===== config.mk =====
export PLATFORM = sky130hd
export DESIGN_NAME = serpent_fetch_realign
export DESIGN_NICKNAME = d
export VERILOG_FILES = /design/src/rtl/serpent_fetch_realign.sv
export SDC_FILE = /design/constraint.sdc
export NUM_CORES = 1
export LEC_CHECK = 0
export ABC_AREA = 1
export BUFFER_PORTS_ARGS = -buffer_cell sky130_fd_sc_hd__buf_2
export CAP_MARGIN = 0
export CORE_MARGIN = 2
export CORE_UTILIZATION = 55
export CTS_CLUSTER_DIAMETER = 150
export DETAILED_ROUTE_END_ITERATION = 8
export PLACE_DENSITY = 0.87
export SYNTH_ARGS = -nofsm -noshare
export SYNTH_HDL_FRONTEND = slang
export SYNTH_HIERARCHICAL = 1
export SYNTH_SLANG_ARGS = --single-unit
export TNS_END_PERCENT = 30

===== constraint.sdc =====
create_clock -name clk_i -period 8.6 [get_ports clk_i]
set_input_delay 1.72 -clock clk_i [delete_from_list [all_inputs] [get_ports clk_i]]
set_output_delay 1.72 -clock clk_i [all_outputs]
set_load 0.03 [all_outputs]

===== src/rtl/serpent_fetch_realign.sv =====
// serpent_fetch_realign
// Buffers 32-bit icache fetch words in a small FIFO and realigns them into
// single RISC-V instructions for decode. The icache response cannot be
// stalled, so new requests are throttled by an in-flight credit counter.
// Build option: SERPENT_FETCH_RVC_EN enables 16-bit (RVC) realignment; when
// undefined, every fetch word is handed out as one 32-bit instruction.

// Protocol watchdog for the icache/frontend side of the block.
module serpent_fetch_realign_chk #(
  parameter int CW = 3
) (
  input logic          clk_i,
  input logic          rst_ni,
  input logic          flush_i,
  input logic          issue_i,
  input logic          issue_en_i,
  input logic          kill_s2_i,
  input logic          fetch_valid_i,
  input logic          fifo_full_i,
  input logic [CW-1:0] inflight_i
);

  // Flag a write into a full FIFO, a credit underflow, or an issue without credit.
  always @(posedge clk_i) begin
    if (rst_ni && !flush_i) begin
      a_no_write_full: assert (!(fetch_valid_i && fifo_full_i));
      a_no_underflow: assert (!((fetch_valid_i || kill_s2_i) && !issue_i && (inflight_i == {CW{1'b0}})));
      a_issue_credit: assert (!(issue_i && !issue_en_i));
    end
  end

endmodule

module serpent_fetch_realign #(
  parameter int DEPTH       = 4,
  parameter int VADDR_WIDTH = 64
) (
  input  logic                   clk_i,
  input  logic                   rst_ni,
  input  logic                   flush_i,
  input  logic                   issue_i,
  input  logic                   kill_s2_i,
  input  logic                   fetch_valid_i,
  input  logic [31:0]            fetch_data_i,
  input  logic [VADDR_WIDTH-1:0] fetch_vaddr_i,
  input  logic                   fetch_ex_i,
  output logic                   issue_en_o,
  output logic                   instr_valid_o,
  input  logic                   instr_ready_i,
  output logic [31:0]            instr_o,
  output logic [VADDR_WIDTH-1:0] instr_vaddr_o,
  output logic                   instr_is_rvc_o,
  output logic                   instr_ex_o
);

  localparam int AW = (DEPTH > 1) ? $clog2(DEPTH) : 1;
  localparam int CW = $clog2(DEPTH + 1);
  localparam logic [CW-1:0] C_ZERO  = {CW{1'b0}};
  localparam logic [CW-1:0] C_ONE   = CW'(1);
  localparam logic [CW-1:0] C_DEPTH = CW'(DEPTH);
  localparam logic [AW-1:0] P_ZERO  = {AW{1'b0}};
  localparam logic [AW-1:0] P_ONE   = AW'(1);

  // FIFO storage and bookkeeping
  logic [31:0]            r_mem_data  [DEPTH];
  logic [VADDR_WIDTH-1:0] r_mem_vaddr [DEPTH];
  logic                   r_mem_ex    [DEPTH];
  logic [AW-1:0]          r_wptr;
  logic [AW-1:0]          r_rptr;
  logic [CW-1:0]          r_count;
  logic [CW-1:0]          r_inflight;

  logic                   w_full;
  logic                   w_empty;
  logic                   w_push;
  logic                   w_pop;
  logic                   w_inc;
  logic                   w_dec;
  logic [CW:0]            w_credit_sum;
  logic [31:0]            w_head_data;
  logic [VADDR_WIDTH-1:0] w_head_vaddr;
  logic                   w_head_ex;

  // Candidate instruction presented to decode
  logic                   w_valid;
  logic [31:0]            w_instr;
  logic [VADDR_WIDTH-1:0] w_vaddr;
  logic                   w_rvc;
  logic                   w_ex;

  assign w_full       = (r_count == C_DEPTH);
  assign w_empty      = (r_count == C_ZERO);
  assign w_push       = fetch_valid_i & ~flush_i & ~w_full;
  assign w_inc        = issue_i;
  assign w_dec        = fetch_valid_i | kill_s2_i;
  assign w_head_data  = r_mem_data[r_rptr];
  assign w_head_vaddr = r_mem_vaddr[r_rptr];
  assign w_head_ex    = r_mem_ex[r_rptr];

  // A request may issue only if its response is guaranteed a FIFO slot.
  assign w_credit_sum = {1'b0, r_count} + {1'b0, r_inflight};
  assign issue_en_o   = (w_credit_sum < {1'b0, C_DEPTH});

  // Track requests accepted by the icache whose response has not yet arrived.
  always_ff @(posedge clk_i) begin
    if (!rst_ni) begin
      r_inflight <= C_ZERO;
    end else if (flush_i) begin
      r_inflight <= C_ZERO;
    end else if (w_inc && !w_dec) begin
      r_inflight <= r_inflight + C_ONE;
    end else if (!w_inc && w_dec && (r_inflight != C_ZERO)) begin
      r_inflight <= r_inflight - C_ONE;
    end else begin
      r_inflight <= r_inflight;
    end
  end

  // FIFO pointers and occupancy; a flush empties the FIFO.
  always_ff @(posedge clk_i) begin
    if (!rst_ni) begin
      r_wptr  <= P_ZERO;
      r_rptr  <= P_ZERO;
      r_count <= C_ZERO;
    end else if (flush_i) begin
      r_wptr  <= P_ZERO;
      r_rptr  <= P_ZERO;
      r_count <= C_ZERO;
    end else begin
      r_wptr <= w_push ? (r_wptr + P_ONE) : r_wptr;
      r_rptr <= w_pop ? (r_rptr + P_ONE) : r_rptr;
      if (w_push && !w_pop) begin
        r_count <= r_count + C_ONE;
      end else if (!w_push && w_pop) begin
        r_count <= r_count - C_ONE;
      end else begin
        r_count <= r_count;
      end
    end
  end

  // FIFO payload write; storage needs no reset because occupancy gates every read.
  always_ff @(posedge clk_i) begin
    if (w_push) begin
      r_mem_data[r_wptr]  <= fetch_data_i;
      r_mem_vaddr[r_wptr] <= fetch_vaddr_i;
      r_mem_ex[r_wptr]    <= fetch_ex_i;
    end
  end

`ifdef SERPENT_FETCH_RVC_EN

  typedef enum logic [2:0] {
    ACT_NONE    = 3'd0,
    ACT_EX      = 3'd1,
    ACT_STRAD   = 3'd2,
    ACT_RVC     = 3'd3,
    ACT_FULL    = 3'd4,
    ACT_CAPTURE = 3'd5
  } act_e;

  // Realign state: r_off_set=0 means the head is fresh and its offset comes from vaddr[1].
  logic                   r_off_set;
  logic                   r_offset;
  logic                   r_strad_valid;
  logic [15:0]            r_strad_lo;
  logic [VADDR_WIDTH-1:0] r_strad_vaddr;

  logic                   w_off;
  logic [15:0]            w_half;
  logic                   w_half_rvc;
  logic                   w_fire;
  act_e                   w_act;

  assign w_off      = r_off_set ? r_offset : w_head_vaddr[1];
  assign w_half     = w_off ? w_head_data[31:16] : w_head_data[15:0];
  assign w_half_rvc = (w_half[1:0] != 2'b11);
  assign w_fire     = w_valid & instr_ready_i;

  // Classify the head word and build the instruction it yields this cycle.
  always_comb begin
    w_act   = ACT_NONE;
    w_valid = 1'b0;
    w_instr = 32'h0000_0000;
    w_vaddr = {VADDR_WIDTH{1'b0}};
    w_rvc   = 1'b0;
    w_ex    = 1'b0;
    if (w_empty) begin
      w_act = ACT_NONE;
    end else if (w_head_ex) begin
      // A faulting word closes any pending straddle with the fault attached.
      w_act   = ACT_EX;
      w_valid = 1'b1;
      w_ex    = 1'b1;
      if (r_strad_valid) begin
        w_instr = {w_head_data[15:0], r_strad_lo};
        w_vaddr = r_strad_vaddr;
      end else begin
        w_instr = w_head_data;
        w_vaddr = w_head_vaddr;
      end
    end else if (r_strad_valid) begin
      w_act   = ACT_STRAD;
      w_valid = 1'b1;
      w_instr = {w_head_data[15:0], r_strad_lo};
      w_vaddr = r_strad_vaddr;
    end else if (w_half_rvc) begin
      w_act   = ACT_RVC;
      w_valid = 1'b1;
      w_rvc   = 1'b1;
      w_instr = {16'h0000, w_half};
      w_vaddr = {w_head_vaddr[VADDR_WIDTH-1:2], w_off, 1'b0};
    end else if (!w_off) begin
      w_act   = ACT_FULL;
      w_valid = 1'b1;
      w_instr = w_head_data;
      w_vaddr = {w_head_vaddr[VADDR_WIDTH-1:2], 2'b00};
    end else begin
      // Upper half starts a 32-bit instruction; its tail lives in the next word.
      w_act = ACT_CAPTURE;
    end
  end

  // Retire the head word once everything in it has been consumed.
  always_comb begin
    w_pop = 1'b0;
    case (w_act)
      ACT_EX, ACT_FULL: w_pop = w_fire;
      ACT_RVC:          w_pop = w_fire & w_off;
      ACT_CAPTURE:      w_pop = 1'b1;
      default:          w_pop = 1'b0;
    endcase
  end

  // Advance the half-word offset and straddle buffer.
  always_ff @(posedge clk_i) begin
    if (!rst_ni || flush_i) begin
      r_off_set     <= 1'b0;
      r_offset      <= 1'b0;
      r_strad_valid <= 1'b0;
      r_strad_lo    <= 16'h0000;
      r_strad_vaddr <= {VADDR_WIDTH{1'b0}};
    end else begin
      case (w_act)
        ACT_EX: begin
          if (w_fire) begin
            r_strad_valid <= 1'b0;
            r_off_set     <= 1'b0;
            r_offset      <= 1'b0;
          end
        end
        ACT_STRAD: begin
          if (w_fire) begin
            r_strad_valid <= 1'b0;
            r_off_set     <= 1'b1;
            r_offset      <= 1'b1;
          end
        end
        ACT_RVC: begin
          if (w_fire) begin
            r_off_set <= ~w_off;
            r_offset  <= ~w_off;
          end
        end
        ACT_FULL: begin
          if (w_fire) begin
            r_off_set <= 1'b0;
            r_offset  <= 1'b0;
          end
        end
        ACT_CAPTURE: begin
          r_strad_valid <= 1'b1;
          r_strad_lo    <= w_head_data[31:16];
          r_strad_vaddr <= {w_head_vaddr[VADDR_WIDTH-1:2], 2'b10};
          r_off_set     <= 1'b0;
          r_offset      <= 1'b0;
        end
        default: begin
          r_off_set <= r_off_set;
        end
      endcase
    end
  end

`else

  logic w_unused_vaddr_lo;
  assign w_unused_vaddr_lo = ^w_head_vaddr[1:0];

  // One instruction per fetch word, reported at the word-aligned address.
  always_comb begin
    w_valid = 1'b0;
    w_instr = 32'h0000_0000;
    w_vaddr = {VADDR_WIDTH{1'b0}};
    w_rvc   = 1'b0;
    w_ex    = 1'b0;
    w_pop   = 1'b0;
    if (!w_empty) begin
      w_valid = 1'b1;
      w_instr = w_head_data;
      w_vaddr = {w_head_vaddr[VADDR_WIDTH-1:2], 2'b00};
      w_ex    = w_head_ex;
      w_pop   = instr_ready_i;
    end else begin
      w_pop = 1'b0;
    end
  end

`endif

  assign instr_valid_o  = w_valid;
  assign instr_o        = w_instr;
  assign instr_vaddr_o  = w_vaddr;
  assign instr_is_rvc_o = w_rvc;
  assign instr_ex_o     = w_ex;

  serpent_fetch_realign_chk #(
    .CW (CW)
  ) u_chk (
    .clk_i         (clk_i),
    .rst_ni        (rst_ni),
    .flush_i       (flush_i),
    .issue_i       (issue_i),
    .issue_en_i    (issue_en_o),
    .kill_s2_i     (kill_s2_i),
    .fetch_valid_i (fetch_valid_i),
    .fifo_full_i   (w_full),
    .inflight_i    (r_inflight)
  );

endmodule


After elaboration in Yosys (flattened, before gate mapping) --
Memories as Yosys holds them, arrays and structs flattened. A register that Yosys moved wholly into a read port is not among the register bits. Index checks and enable logic that the tools add are counted.
Word-level totals: bits in registers 10, latch bits 0, memory bits (writable) 388, ROM bits 0, input bits 104, output and inout port bits 100, word-level logic and storage cells 53, memories 3
Cells by class: add/subtract/negate cells 7, multiply operators 0, divide/modulo/power cells 0, $lt $le $gt $ge 1, equality and inequality tests 1, shifts and indexed selects 0, muxes and demuxes 17, bitwise logic cells 6, reductions and logical operators 14
Memories:
- r_mem_vaddr | words 4, width 64, rd ports 1, clocked after Yosys merged registers in 1, write ports 1, line 66 | logic [VADDR_WIDTH-1:0] r_mem_vaddr [DEPTH];
- r_mem_data | words 4, width 32, rd ports 1, clocked after Yosys merged registers in 1, write ports 1, line 65 | logic [31:0] r_mem_data [DEPTH];
- r_mem_ex | words 4, width 1, rd ports 1, clocked after Yosys merged registers in 1, write ports 1, line 67 | logic r_mem_ex [DEPTH];
Operator list (number):
- $mux W64 | 1
- $mux W32 | 1
- $mux W2 | 6
- $mux W3 | 4
- $add A3 B1 Y3 const B | 2
- $sub A3 B1 Y3 const B | 2
- $logic_and A1 B1 Y1 | 5
- $mux W1 | 5
- $add A2 B1 Y2 const B | 2
- $add A3 B3 Y4 | 1
- $logic_not A1 Y1 | 4
- $lt A4 B3 Y1 const B | 1
- $reduce_bool A2 Y1 | 2
- $eq A3 B3 Y1 const B | 1
- $logic_not A3 Y1 | 1
- $not A1 Y1 | 3
- $reduce_bool A3 Y1 | 1
- $and A1 B1 Y1 | 2
- $reduce_or A2 Y1 | 1
- $or A1 B1 Y1 | 1

Logic depth before layout (Yosys ltp) --
word-level depth 7, mapped depth 12, depth with buffers taken out 12

Least setup slack after synthesis --
OpenSTA, ideal clock, no wires.
kind input-to-reg, start point input fetch_valid_i, end point memory r_mem_data[0][0] (enable), setup time 0.549 ns, arrival time 5.981 ns, data required time 8.051 ns, slack 2.070 ns, cell stages on the path 4, cell sequence nand2_1 > nor2_1 > inv_1 > nor2_1
On the way: cells in the longest elaborated chain, start to end 4
Ends and longest elaborated chain:
- from (decl) | line 43 | input logic fetch_valid_i,
- $and A1 B1 Y1 (2 in series) | line 93 | assign w_push = fetch_valid_i & ~flush_i & ~w_full;
- named net w_push | line 75 | logic w_push;
- $mux W1 | line 144 | if (w_push) begin
- $mux W1 (implied by the code) | line 145 | r_mem_data[r_wptr] <= fetch_data_i;
- to (decl) | line 65
The timed path passes the listed nets, and every way through them passes these cells.

==> summary.txt <==
Placed design
  • IO Port Bufs: about 200
  • RePlAce Congestion: about 0.74
  • DP Area: ~17000 um2
  • HPWL Detailed: about 17 mm

Finish
  • Util after Layout: 0.642
  • Net count, final: roughly 1500
  • Finished Cell Area: between 15000 and 20000 um2
  • Area grow syn2layout: 15.4%
  • Fraction of layout cells with a size suffix above 1: 0.192

Critical path
  • Crit Path Max Fanout: 70
  • Worst reg2reg startpoint: r_count[0]
  • CP cell instances: clkinv_2 -> buf_4 -> nor2_1 -> o21ai_1 -> a21oi_1 -> buf_2
  • RR Endpoint: r_mem_vaddr[2][36]
  • Reg2reg path depth: 7
  • Slowest stage delay, CP: 0.66 ns
  • CP startpoint kind: register
  • Crit path arrival time: ~3.2 ns
  • R2R Setup Slk: about 5.4 ns
  • Crit path capture type: output port
  • Critical Path Sink: instr_vaddr_o[29]
  • Slowest cell on the critical path: dfxtp_4
  • Worst path required time: ~7 ns
  • WS Path Type: reg -> out

Die
  • Initial Utilization: 0.557
  • Die X: 171 um
  • Core area: approximately 28000 um2
  • Boundary Pins: just over 200
  • Die Y: 171 um
  • Die area: between 20000 and 30000 um2
  • # rows: 61

Route
  • Vias per inst: between 5 and 6
  • Via count: between 9000 and 10000
  • Final WL: 32.9 mm
  • Remaining DRCs: 0
  • Initial DRT Pass Iterations: 5
  • Detailed Route Iter0 Violations: around 950
  • Antenna viol nets, final: 0
  • Wire length per cell: 18.3 um

Global routing
  • Largest net degree at the start of global routing: 118
  • Vias in the first global route: between 9000 and 10000
  • Gr ovfl total: 0
  • First-pass GRT wire length: 49.6 mm
  • Overall Global Routing Usage: 0.219
  • Initial antenna violation count: 5

Clocking
  • Cts bufs inserted: 39
  • Post-CTS Setup Repair Bufs: 0
  • CTS H-Tree Depth: 2
  • Clock slew seen by the registers of the worst setup and hold paths: about 0.060 ns
  • CTS resizes: 0
  • Clock root buffer master: clkbuf_16
  • CTS max path bufs: 3
  • CTS tree: yes
  • Hold_buf cts: 0
  • Clock latency on the worst-skew pair: roughly 0.53 ns
  • Clock sink count: between 300 and 400

Logic synthesis
  • Synth warnings: 6
  • Post-synthesis cell area: about 15000 um2
  • Number of synthesized register bits: between 300 and 400
  • Seq/Total Area, Yosys: 0.757
  • Synthesized netlist cell count: approximately 1200
  • Syn_area_per_cell: about 13 um2
  • Synth cell types: 22

STA
  • Final Hold Fails: 0
  • Fin crit share: 0.573
  • Setup_tns: 0 ns
  • Fmax: 203 MHz
  • Post-layout min period: about 5 ns
  • Actual slew at the worst max-slew pin: roughly 1.1 ns
  • Setup violators final: 0
  • Slew margin rel.: 0.282
  • Final slew viol count: 0
  • RSZ-0062 raised after global routing: no
  • Layout Skew: between 0.01 and 0.015 ns

Power
  • P_int: between 3 and 4 mW
  • Clk pwr share: 0.387
  • Leakage power: 6.45 nW
  • Sequential Power Share: 0.525
  • Pwr/cell area: roughly 230 nW/um2
  • Combinational share of power: 0.088
  • Sw frac: 0.233
  • Peak supply drop: between 0.2 and 0.25 mV
  • P_sw: around 0.96 mW

Run
  • Maxcap violations: 0

Outcome
  • Run status: completed

Worst hold path
  • Hold Crit Start: r_rptr[0]
  • Hold path depth: 2
  • Min-delay worst type: reg -> reg
## placed cells by master, fill, tap and decap left out, drive strengths merged
cell type  instances
nor4               1
a21oi            106
edfxtp           380
clkinvlp           1
ha                 7
xor2               1
nand2             15
dfxtp             12
o21a               1
buf              209
nor2             391
diode              2
clkbuf            42
clkinv            21
inv               22
fa                 2
o21ai            195
conb               3
bufinv             3
nand3              7
## worst min path at each step
stage / endpoint
2_1_floorplan: register
3_3_place_gp: register
3_5_place_dp: register
4_1_cts: register
5_1_grt: register
6_report: register
## cells in the mapped netlist, drive strengths merged
cell	instances	share of area
dfxtp	12	0.016
fa	2	0.0026
nor4	1	0.00041
nand3	7	0.0026
nand2	15	0.0037
ha	7	0.0057
nor2	391	0.095
xor2	1	0.00057
inv	21	0.0051
a21oi	106	0.034
clkbuf	31	0.0084
o21a	1	0.00049
o21ai	195	0.063
edfxtp	380	0.74
buf	44	0.019
conb	1	0.00024
## cell families (layout without fill, tap and decap cells)
logic type	Yosys count	count (layout)	share of synthesized area
and+or+nand+nor	414	414	0.102
DFF	392	392	0.757
AOI/OAI and AO/OA	302	302	0.0984
buffers and inverters	96	298	0.0329
adders and majority gates	9	9	0.00830
other	1	5	0.000244
xor gates and xnor gates	1	1	0.000569
## power groups by stage
stage	registers [mW]	logic, mW	clock network (mW)
6_report	2.15	0.362	1.59
5_1_grt	2.16	0.394	1.69
4_1_cts	2.15	0.363	1.62
3_5_place_dp	2.19	0.360	0
3_3_place_gp	2.19	0.351	0
2_1_floorplan	2.19	0.236	0
## routing by layer
| metal | vias up | routed length (um) | global-route usage |
|---|---|---|---|
| li1 | 4652 | - | - |
| met1 | 4751 | 12800 | 0.264 |
| met2 | 400 | 16600 | 0.379 |
| met3 | 68 | 2820 | 0.0584 |
| met4 | 4 | 771 | 0.0862 |
| met5 | - | 28 | 0 |
## registers in the layout, indices dropped and copies added (netlist names), named ones only
name and cells:
r_count 3, r_mem_vaddr 248, r_rptr 2, r_inflight 3, r_wptr 2, r_mem_ex 4, r_mem_data 128
## cell type report
class                           instances  area [um2]
Multi-Input combinational cell        729        3260
Fill cell                            2010        9880
Inverter                               21        86.3
Antenna cell                            2        5.00
Clock inverter                         26         205
Timing Repair Buffer                  209        1070
Sequential cell                       392       11700
Tap cell                              378         473
Clock buffer                           42         987
## worst max-delay path: cells and delay by family (launching register included)
family | cells | cell delay, ns
compound gates | 2 | 0.32
buf+inv | 3 | 1.37
flops | 1 | 0.66
simple gates | 1 | 0.23
## metrics by stage
step                      instances  setup WS (ns)  power (mW)  hold WS, ns
after global placement         1729           4.13        2.54        0.479
final                          1799           3.67        4.10        0.503
after CTS                      1797           3.63        4.13        0.501
after global routing           1798           3.43        4.24        0.531
after floorplan                1217           2.07        2.43        0.469
after detailed placement       1729           4.11        2.55        0.491
Power figures use the tool's default switching activity.
